**config.mk**
```make
export PLATFORM = sky130hd
export DESIGN_NAME = switch_event_queue
export DESIGN_NICKNAME = d
export VERILOG_FILES = /design/src/rtl/switch_event_pkg.sv /design/src/rtl/event_fifo.sv /design/src/rtl/switch_event_queue.sv
export SDC_FILE = /design/constraint.sdc
export NUM_CORES = 1
export LEC_CHECK = 0
export CAP_MARGIN = 10
export CORE_MARGIN = 2
export CORE_UTILIZATION = 55
export CTS_BUF_LIST = sky130_fd_sc_hd__clkbuf_4 sky130_fd_sc_hd__clkbuf_8
export DETAILED_ROUTE_END_ITERATION = 8
export PLACE_DENSITY = 0.79
export SLEW_MARGIN = 20
export SYNTH_ARGS = -nofsm -noshare
export SYNTH_HDL_FRONTEND = slang
export SYNTH_SLANG_ARGS = --single-unit
```
**constraint.sdc**
```tcl
create_clock -name clock -period 3.7 [get_ports clock]
set_clock_uncertainty 0.2 [all_clocks]
set_input_delay 0.74 -clock clock [delete_from_list [all_inputs] [get_ports clock]]
set_output_delay 0.74 -clock clock [all_outputs]
set_load 0.1 [all_outputs]
```
**src/rtl/switch_event_pkg.sv**
```systemverilog
// Shared constants and event record layout for the switch event queue.
package switch_event_pkg;

  localparam logic EV_RELEASE = 1'b0;
  localparam logic EV_PRESS   = 1'b1;

  // Event record is packed as {key[LOG2_KEYS-1:0], pressed}; pressed is the LSB.
  localparam int EV_PRESSED_BIT = 0;
  localparam int EV_KEY_LSB     = 1;

  function automatic int ev_width(input int log2_keys);
    return log2_keys + 1;
  endfunction

endpackage

```
**src/rtl/event_fifo.sv**
```systemverilog
// Parameterised synchronous FIFO; head is read combinationally from storage.
module event_fifo
  import switch_event_pkg::*;
#(
  parameter int WIDTH      = 4,
  parameter int LOG2_DEPTH = 2
) (
  input  logic                  clock,
  input  logic                  reset_n,
  input  logic                  push,
  input  logic [WIDTH-1:0]      wdata,
  output logic                  full,
  input  logic                  pop,
  output logic [WIDTH-1:0]      rdata,
  output logic                  empty,
  output logic [LOG2_DEPTH:0]   count
);

  localparam int DEPTH = 1 << LOG2_DEPTH;

  logic [DEPTH-1:0][WIDTH-1:0] mem;
  logic [LOG2_DEPTH-1:0]       wr_ptr, rd_ptr;
  logic                        do_push, do_pop;

  assign full    = (count == (LOG2_DEPTH+1)'(DEPTH));
  assign empty   = (count == '0);
  assign do_pop  = pop & ~empty;
  // A full FIFO still accepts a write when the head leaves on the same edge.
  assign do_push = push & (~full | do_pop);
  assign rdata   = mem[rd_ptr];

  // Storage, wrapping pointers and occupancy count.
  always_ff @(posedge clock or negedge reset_n) begin
    if (!reset_n) begin
      mem    <= '0;
      wr_ptr <= '0;
      rd_ptr <= '0;
      count  <= '0;
    end else begin
      if (do_push) begin
        mem[wr_ptr] <= wdata;
        wr_ptr      <= wr_ptr + 1'b1;
      end
      if (do_pop)
        rd_ptr <= rd_ptr + 1'b1;
      if (do_push && !do_pop)
        count <= count + 1'b1;
      else if (do_pop && !do_push)
        count <= count - 1'b1;
    end
  end

endmodule

```
**src/rtl/switch_event_queue.sv**
```systemverilog
// Turns debouncer on/off pulses into an ordered key event stream.
module switch_event_queue
  import switch_event_pkg::*;
#(
  parameter int N_KEYS     = 8,
  parameter int LOG2_KEYS  = 3,
  parameter int LOG2_DEPTH = 2
) (
  input  logic                  clock,
  input  logic                  reset_n,
  input  logic [N_KEYS-1:0]     key_on,
  input  logic [N_KEYS-1:0]     key_off,
  output logic                  ev_valid,
  input  logic                  ev_ready,
  output logic [LOG2_KEYS-1:0]  ev_key,
  output logic                  ev_pressed,
  output logic [LOG2_DEPTH:0]   ev_count,
  output logic                  overflow,
  input  logic                  clear_overflow
);

  localparam int EW = ev_width(LOG2_KEYS);

  // Per-key pending stage: up to two events, oldest type in ptype.
  logic [1:0]           pcnt  [N_KEYS];
  logic                 ptype [N_KEYS];
  logic [N_KEYS-1:0]    xfer, drop;

  logic [LOG2_KEYS-1:0] win_key;
  logic                 win_type, win_any;
  logic                 fifo_full, fifo_empty, fifo_push, fifo_pop;
  logic [EW-1:0]        fifo_rdata;

  // Fixed priority: lowest pending key index wins.
  always_comb begin
    win_key  = '0;
    win_type = 1'b0;
    win_any  = 1'b0;
    for (int k = N_KEYS-1; k >= 0; k--) begin
      if (pcnt[k] != 2'd0) begin
        win_key  = LOG2_KEYS'(k);
        win_type = ptype[k];
        win_any  = 1'b1;
      end
    end
  end

  assign fifo_pop  = ev_valid & ev_ready;
  assign fifo_push = win_any & (~fifo_full | fifo_pop);

  for (genvar k = 0; k < N_KEYS; k++) begin : g_key
    logic       pulse, pulse_type, type_left;
    logic [1:0] cnt_left;

    assign xfer[k]    = fifo_push & (win_key == LOG2_KEYS'(k));
    assign pulse      = key_on[k] | key_off[k];
    assign pulse_type = key_on[k] ? EV_PRESS : EV_RELEASE;
    // State after this edge's transfer, before any new pulse is absorbed.
    assign cnt_left   = pcnt[k] - {1'b0, xfer[k]};
    assign type_left  = ptype[k] ^ xfer[k];
    assign drop[k]    = pulse & (cnt_left == 2'd2);

    // Absorb new pulse into the slot freed (or not) by this edge's transfer.
    always_ff @(posedge clock or negedge reset_n) begin
      if (!reset_n) begin
        pcnt[k]  <= 2'd0;
        ptype[k] <= 1'b0;
      end else if (pulse && cnt_left == 2'd0) begin
        pcnt[k]  <= 2'd1;
        ptype[k] <= pulse_type;
      end else if (pulse && cnt_left == 2'd1) begin
        pcnt[k]  <= 2'd2;
        ptype[k] <= type_left;
      end else begin
        pcnt[k]  <= cnt_left;
        ptype[k] <= type_left;
      end
    end
  end

  // Sticky drop flag; a drop on the clearing edge keeps it set.
  always_ff @(posedge clock or negedge reset_n) begin
    if (!reset_n)
      overflow <= 1'b0;
    else if (|drop)
      overflow <= 1'b1;
    else if (clear_overflow)
      overflow <= 1'b0;
  end

  event_fifo #(
    .WIDTH      (EW),
    .LOG2_DEPTH (LOG2_DEPTH)
  ) u_fifo (
    .clock   (clock),
    .reset_n (reset_n),
    .push    (fifo_push),
    .wdata   ({win_key, win_type}),
    .full    (fifo_full),
    .pop     (fifo_pop),
    .rdata   (fifo_rdata),
    .empty   (fifo_empty),
    .count   (ev_count)
  );

  assign ev_valid   = ~fifo_empty;
  assign ev_key     = fifo_empty ? '0 : fifo_rdata[EW-1:EV_KEY_LSB];
  assign ev_pressed = ~fifo_empty & fifo_rdata[EV_PRESSED_BIT];

endmodule

```
==> results_dict.tcl <==
set metrics [dict create \
    status "finished clean" \
    initial_core_util_pct 57.4 \
    first_global_vias 2298 \
    dp_hpwl_um 4290 \
    synth.avg_cell_area_um2 10.3 \
    path_clk_slew_ps 100 \
    port_buffers 28 \
    core_region_area_mm2 0.00514 \
    dieArea_mm2 0.00596 \
    fp.dieH_um 77.2 \
    critPathMaxFanout 4 \
    synth_area_mm2 0.00295 \
    crit_path_start_kind "input pin" \
    fmax_ghz 0.329 \
    r2r_cells 9 \
    fin_crit_sh_pct 82.0 \
    postCtsSetupBuffers 0 \
    track_usage_pct 21.2 \
    setup_tns_ps 0 \
    slew_viol_final 0 \
    hold_viol 0 \
    dpl_worst_slack_ps 372 \
    mostFrequentLayoutCells "dfrtp_1 (48), nor2_1 (25), nand2_1 (19), clkdlybuf4s50_1 (19), inv_1 (17)" \
    p_leak_nw 1.48 \
    drtPass1Iterations 4 \
    final_antenna_net_count 0 \
    crit_type "input pin to flip-flop" \
    min_path_type "input pin to asynchronous set/reset pin" \
    tritoncts "done" \
    p_per_area_mw_per_mm2 748 \
    place_inst 380 \
    cts_hold_buf 0 \
    routed-via-count 2276 \
    io-pin-count 29 \
    end_kind "flip-flop" \
    first_iter_violations 101 \
    seq_area_frac_synth_pct 40.7 \
    synth_edf_count 0 \
    final_util_pct 65.9 \
    path_cells "clkdlybuf4s50_1 -> or4b_4 -> nand4b_2 -> nor2_1 -> ha_1 -> o21ai_0 -> nor2_1 -> or4_1 -> nand3_1" \
    num_rows 26 \
    async_flop_share_pct 100 \
    worstMarginPinSlew_ps 960 \
    globalplace.congestion 0.774 \
    grt_max_degree 49 \
    slew_headroom_pct 35.8 \
    synthCells 285 \
    required_ps 3750 \
    ys_types 54 \
    multi_input_area_mm2 0.00165 \
    area_delta_synth_final_pct 14.8 \
    synth_ff_type "dfrtp_1" \
    synth_nets 319 \
    rsz0062_at_grt "false" \
    cap_violations 0 \
    routedWlPerCell_um 14.8 \
    htree_num_levels 2 \
    finish.net_count 351 \
    yosys_warnings 0 \
    layout-drive-gt1-share_pct 17.6 \
    fin_cells 388 \
    whs_ps 238 \
    avgViaCountPerCell 5.87 \
    grt_remaining_overflow 0 \
    worst_slack_ps 664 \
    drc 0 \
    numCtsBuffers 5 \
    antenna_found_initial 0 \
    max_stage_delay_ps 550 \
    cp.arrival_ps 3080 \
    cpMaxStageDelayCell "or4b_4" \
    fillers 439 \
    clock_latency_ps 310 \
    die_w_um 77.2 \
    cts-root-buf "clkbuf_8" \
    clockBufferDepth 2 \
    grt_pass1_wl_um 10300 \
    cpMostUsedCell "nor2_1" \
    cts_sinks 48 \
    totalWireLength_um 5740 \
    finalSetupViolations 0 \
    ctsResizeCount 0 \
    antenna-diode-count 0 \
    layout.cells.most_common "dfrtp_1" \
    fin_crit_ps 3040 \
    ys_ff_latch 48 \
    seq_area_mm2 0.00120 \
    peakVddDrop_mv 0.594 \
]
==> final timing paths <==
check / startpoint / end / slack, ps
max reg2reg: pcnt[1] / ptype[0] / 920
max: ev_ready / ptype[2] / 660
min reg2reg: u_fifo.mem[14] / u_fifo.mem[14] / 310
max in group asynchronous: reset_n / overflow / 2650
min in group clock: u_fifo.mem[14] / u_fifo.mem[14] / 310
min: reset_n / u_fifo.count[0] / 240
==> flip-flops by register name, summed over array words and instances (netlist names) <==
name           flops
pcnt              16
u_fifo.mem        16
ptype              8
u_fifo.count       3
u_fifo.rd_ptr      2
u_fifo.wr_ptr      2
overflow           1
==> area by class of cell <==
class	instances	share of cell area (%)
Inverter	17	1.88
Sequential cell	48	35.5
Tap cell	70	2.59
Multi-Input combinational cell	216	48.8
Clock buffer	5	2.03
Clock inverter	3	1.37
Timing Repair Buffer	29	7.83
==> metrics by stage <==
| stage | power [mW] | instance area (um^2) |
|---|---|---|
| final | 2.53 | 3390 |
| after global routing | 2.70 | 3390 |
| after CTS | 2.55 | 3380 |
| after detailed placement | 2.15 | 3270 |
| after global placement | 2.12 | 3270 |
| after floorplan | 1.88 | 2950 |
==> critical path: cells and delay by family <==
kind                       cells  cell delay (ps)
AOI/OAI and AO/OA              1              200
and+or+nand+nor                6             1350
buffers and inverters          1              480
adders and majority gates      1              310
==> synthesized netlist by cell type, types with 6 or more instances <==
library cell	number	area share (%)
ha_1	13	5.5
nor2b_1	8	1.7
xnor2_1	8	2.4
dfrtp_1	48	41
o21bai_1	6	1.5
mux2_2	15	5.7
nor2_1	25	3.2
a21oi_1	15	2.5
inv_1	17	2.2
nand2_1	19	2.4
o21ai_0	16	2.7
o22ai_1	10	2.1
==> cells by family (layout without fill, tap and decap cells) <==
logic type,after synthesis,count (layout),share of synthesized area (%)
and+or+nand+nor,97,97,20.1
AOI/OAI and AO/OA,73,73,17.1
DFF,48,48,40.7
buffers and inverters,21,54,3.18
muxes,20,20,9.12
adders and majority gates,14,14,6.19
xor gates and xnor gates,12,12,3.56
==> routing by layer <==
layer / GRT usage (%) / vias to the layer above / share of wire, %
met5: 0 / - / 0
met4: 7.14 / 0 / 1.9
met3: 3.76 / 11 / 2.8
met2: 37.7 / 38 / 51
met1: 25.8 / 1125 / 44
li1: - / 1102 / -
==> where the power goes <==
part / switching [mW] / leakage (nW) / internal (mW)
Clock: 0.194 / 0.0548 / 0.204
Sequential: 0.193 / 0.564 / 0.691
Combinational: 0.759 / 0.864 / 0.493
Total: 1.15 / 1.48 / 1.39
Note: power is estimated with default switching activity, not from simulation.
==> variant (config.mk and constraints unchanged) <==
Reset style: synchronous (`reset_n`), changed in 3 clocked blocks.
--- a/src/rtl/event_fifo.sv
+++ b/src/rtl/event_fifo.sv
@@ -31,5 +31,5 @@
 
   // Storage, wrapping pointers and occupancy count.
-  always_ff @(posedge clock or negedge reset_n) begin
+  always_ff @(posedge clock) begin
     if (!reset_n) begin
       mem    <= '0;
--- a/src/rtl/switch_event_queue.sv
+++ b/src/rtl/switch_event_queue.sv
@@ -62,5 +62,5 @@
 
     // Absorb new pulse into the slot freed (or not) by this edge's transfer.
-    always_ff @(posedge clock or negedge reset_n) begin
+    always_ff @(posedge clock) begin
       if (!reset_n) begin
         pcnt[k]  <= 2'd0;
@@ -80,5 +80,5 @@
 
   // Sticky drop flag; a drop on the clearing edge keeps it set.
-  always_ff @(posedge clock or negedge reset_n) begin
+  always_ff @(posedge clock) begin
     if (!reset_n)
       overflow <= 1'b0;
Formal check against the unedited RTL: differs if reset_n is asserted again (counterexample within 4 cycles, from zero or initial values and one cycle with reset_n low); with reset_n held inactive, the same outputs for 4 cycles.
==> variant against the unedited design <==
Power is 17% lower. Sequential cell count stayed put. Final area is 1.2% higher. Non-clock buffer count is 1 higher. Register-to-register slack worse by 0.47 ns. Routed wire length is 4.4% higher. Setup slack worse by 0.22 ns. First-iteration DRC count is 32% higher. Area after synthesis is 2.2% lower. Clock power is 15% higher. Combinational power is 28% lower. Sequential power is 15% lower. Critical path type is now flip-flop to flip-flop.
==> variant: results (changes against the unedited design) <==
stage;metric;value;unit;change
worst_setup_path;crit_slowest_cell;a41oi_1;;
global_route;grt_pass1_wl;10.6;mm;+3.1%
worst_setup_path;reg2reg_from;pcnt[0][7];;
worst_setup_path;slowest_delay;0.69;ns;+0.14 ns
drt;avgRoutedWirePerCell;14.2;um;-3.7%
placement;place.detailed.hpwl;4.58;mm;+6.8%
synth;synthXorXnorAreaFrac;0.0577;;+0.0221
global_route;grt_use_met2;0.365;;-0.0119
power_and_ir_drop;p_leak;1.32;nW;-11%
global_route;grtUsageTotal;0.223;;+0.0107
global_route;grtUsageMet1;0.301;;+0.0431
synth;ys.flop_type;dfxtp_1;;
final_layout;fillCellCount;438;;-0.23%
global_route;grt_pass1_vias;2364;;+2.9%
global_route;grt_max_degree;23;;-53%
global_route;grt_util_met3;0.0367;;-0.000917
synth;async_flop_share;0;;-1.00
synth;synthTopCellsByArea;edfxtp_1, dfxtp_1, nor2_1;;
synth;synthAdderAreaFrac;0.0633;;+0.00140
synth;synthTopCellsByCount;nor2_1, o21ai_0, dfxtp_1;;
synth;synth-edff-count;23;;+23
synth;ys_types;46;;-15%
drt;drt-met1-wl;2.88;mm;+14%
outcome;outcome;finished, final reports clean;;
drt;drt_iter0_drc;133;;+32%
synth;synth_compound_area_frac;0.176;;+0.00473
hold_path;hold_class;flip-flop to flip-flop;;
power_and_ir_drop;internal_power;0.00125;W;-9.8%
==> variant: per-stage QoR <==
stage | instances | instance area [um2] | hold WS, ns | total power (W)
after detailed placement | 413 | 3290 | 0.281 | 0.00166
after global placement | 413 | 3290 | 0.269 | 0.00163
after CTS | 421 | 3430 | 0.303 | 0.00211
after floorplan | 324 | 2970 | 0.255 | 0.00147
after global routing | 421 | 3430 | 0.333 | 0.00223
final | 421 | 3430 | 0.299 | 0.00211
==> variant: how the worst max path moves through the flow <==
stage	from	endpoint	slack (ns)	cells after the start
2_1_floorplan	u_fifo.count[0]	ev_key[0]	0.17	3
3_3_place_gp	ev_ready	ptype[0][2]	0.26	9
3_5_place_dp	ev_ready	ptype[0][2]	0.21	9
4_1_cts	pcnt[0][7]	ptype[1][1]	0.46	10
5_1_grt	pcnt[0][7]	ptype[1][1]	0.18	10
6_report	pcnt[0][7]	ptype[1][1]	0.45	10
==> variant: area by class of cell <==
| type | instances | share of cell area |
|---|---|---|
| inverter | 14 | 0.0153 |
| sequential | 48 | 0.348 |
| tap | 70 | 0.0256 |
| timing repair buffer | 30 | 0.0811 |
| clock buffer | 6 | 0.0223 |
| multi-input combinational | 251 | 0.491 |
| clock inverter | 2 | 0.0175 |
==> variant: power groups by stage <==
stage	clock (W)	sequential, W	combinational (W)
5_1_grt	0.000480	0.000765	0.000990
4_1_cts	0.000460	0.000751	0.000902
3_3_place_gp	0	0.000758	0.000875
3_5_place_dp	0	0.000763	0.000895
2_1_floorplan	0	0.000850	0.000617
6_report	0.000458	0.000751	0.000899
==> variant: worst max-delay path: cells and delay by family, from the launching register on <==
family / cells / cell delay (ns)
AOI/OAI and AO/OA: 5 / 1.37
xor gates and xnor gates: 1 / 0.24
adders and majority gates: 1 / 0.22
DFF: 1 / 0.46
and+or+nand+nor: 3 / 0.52
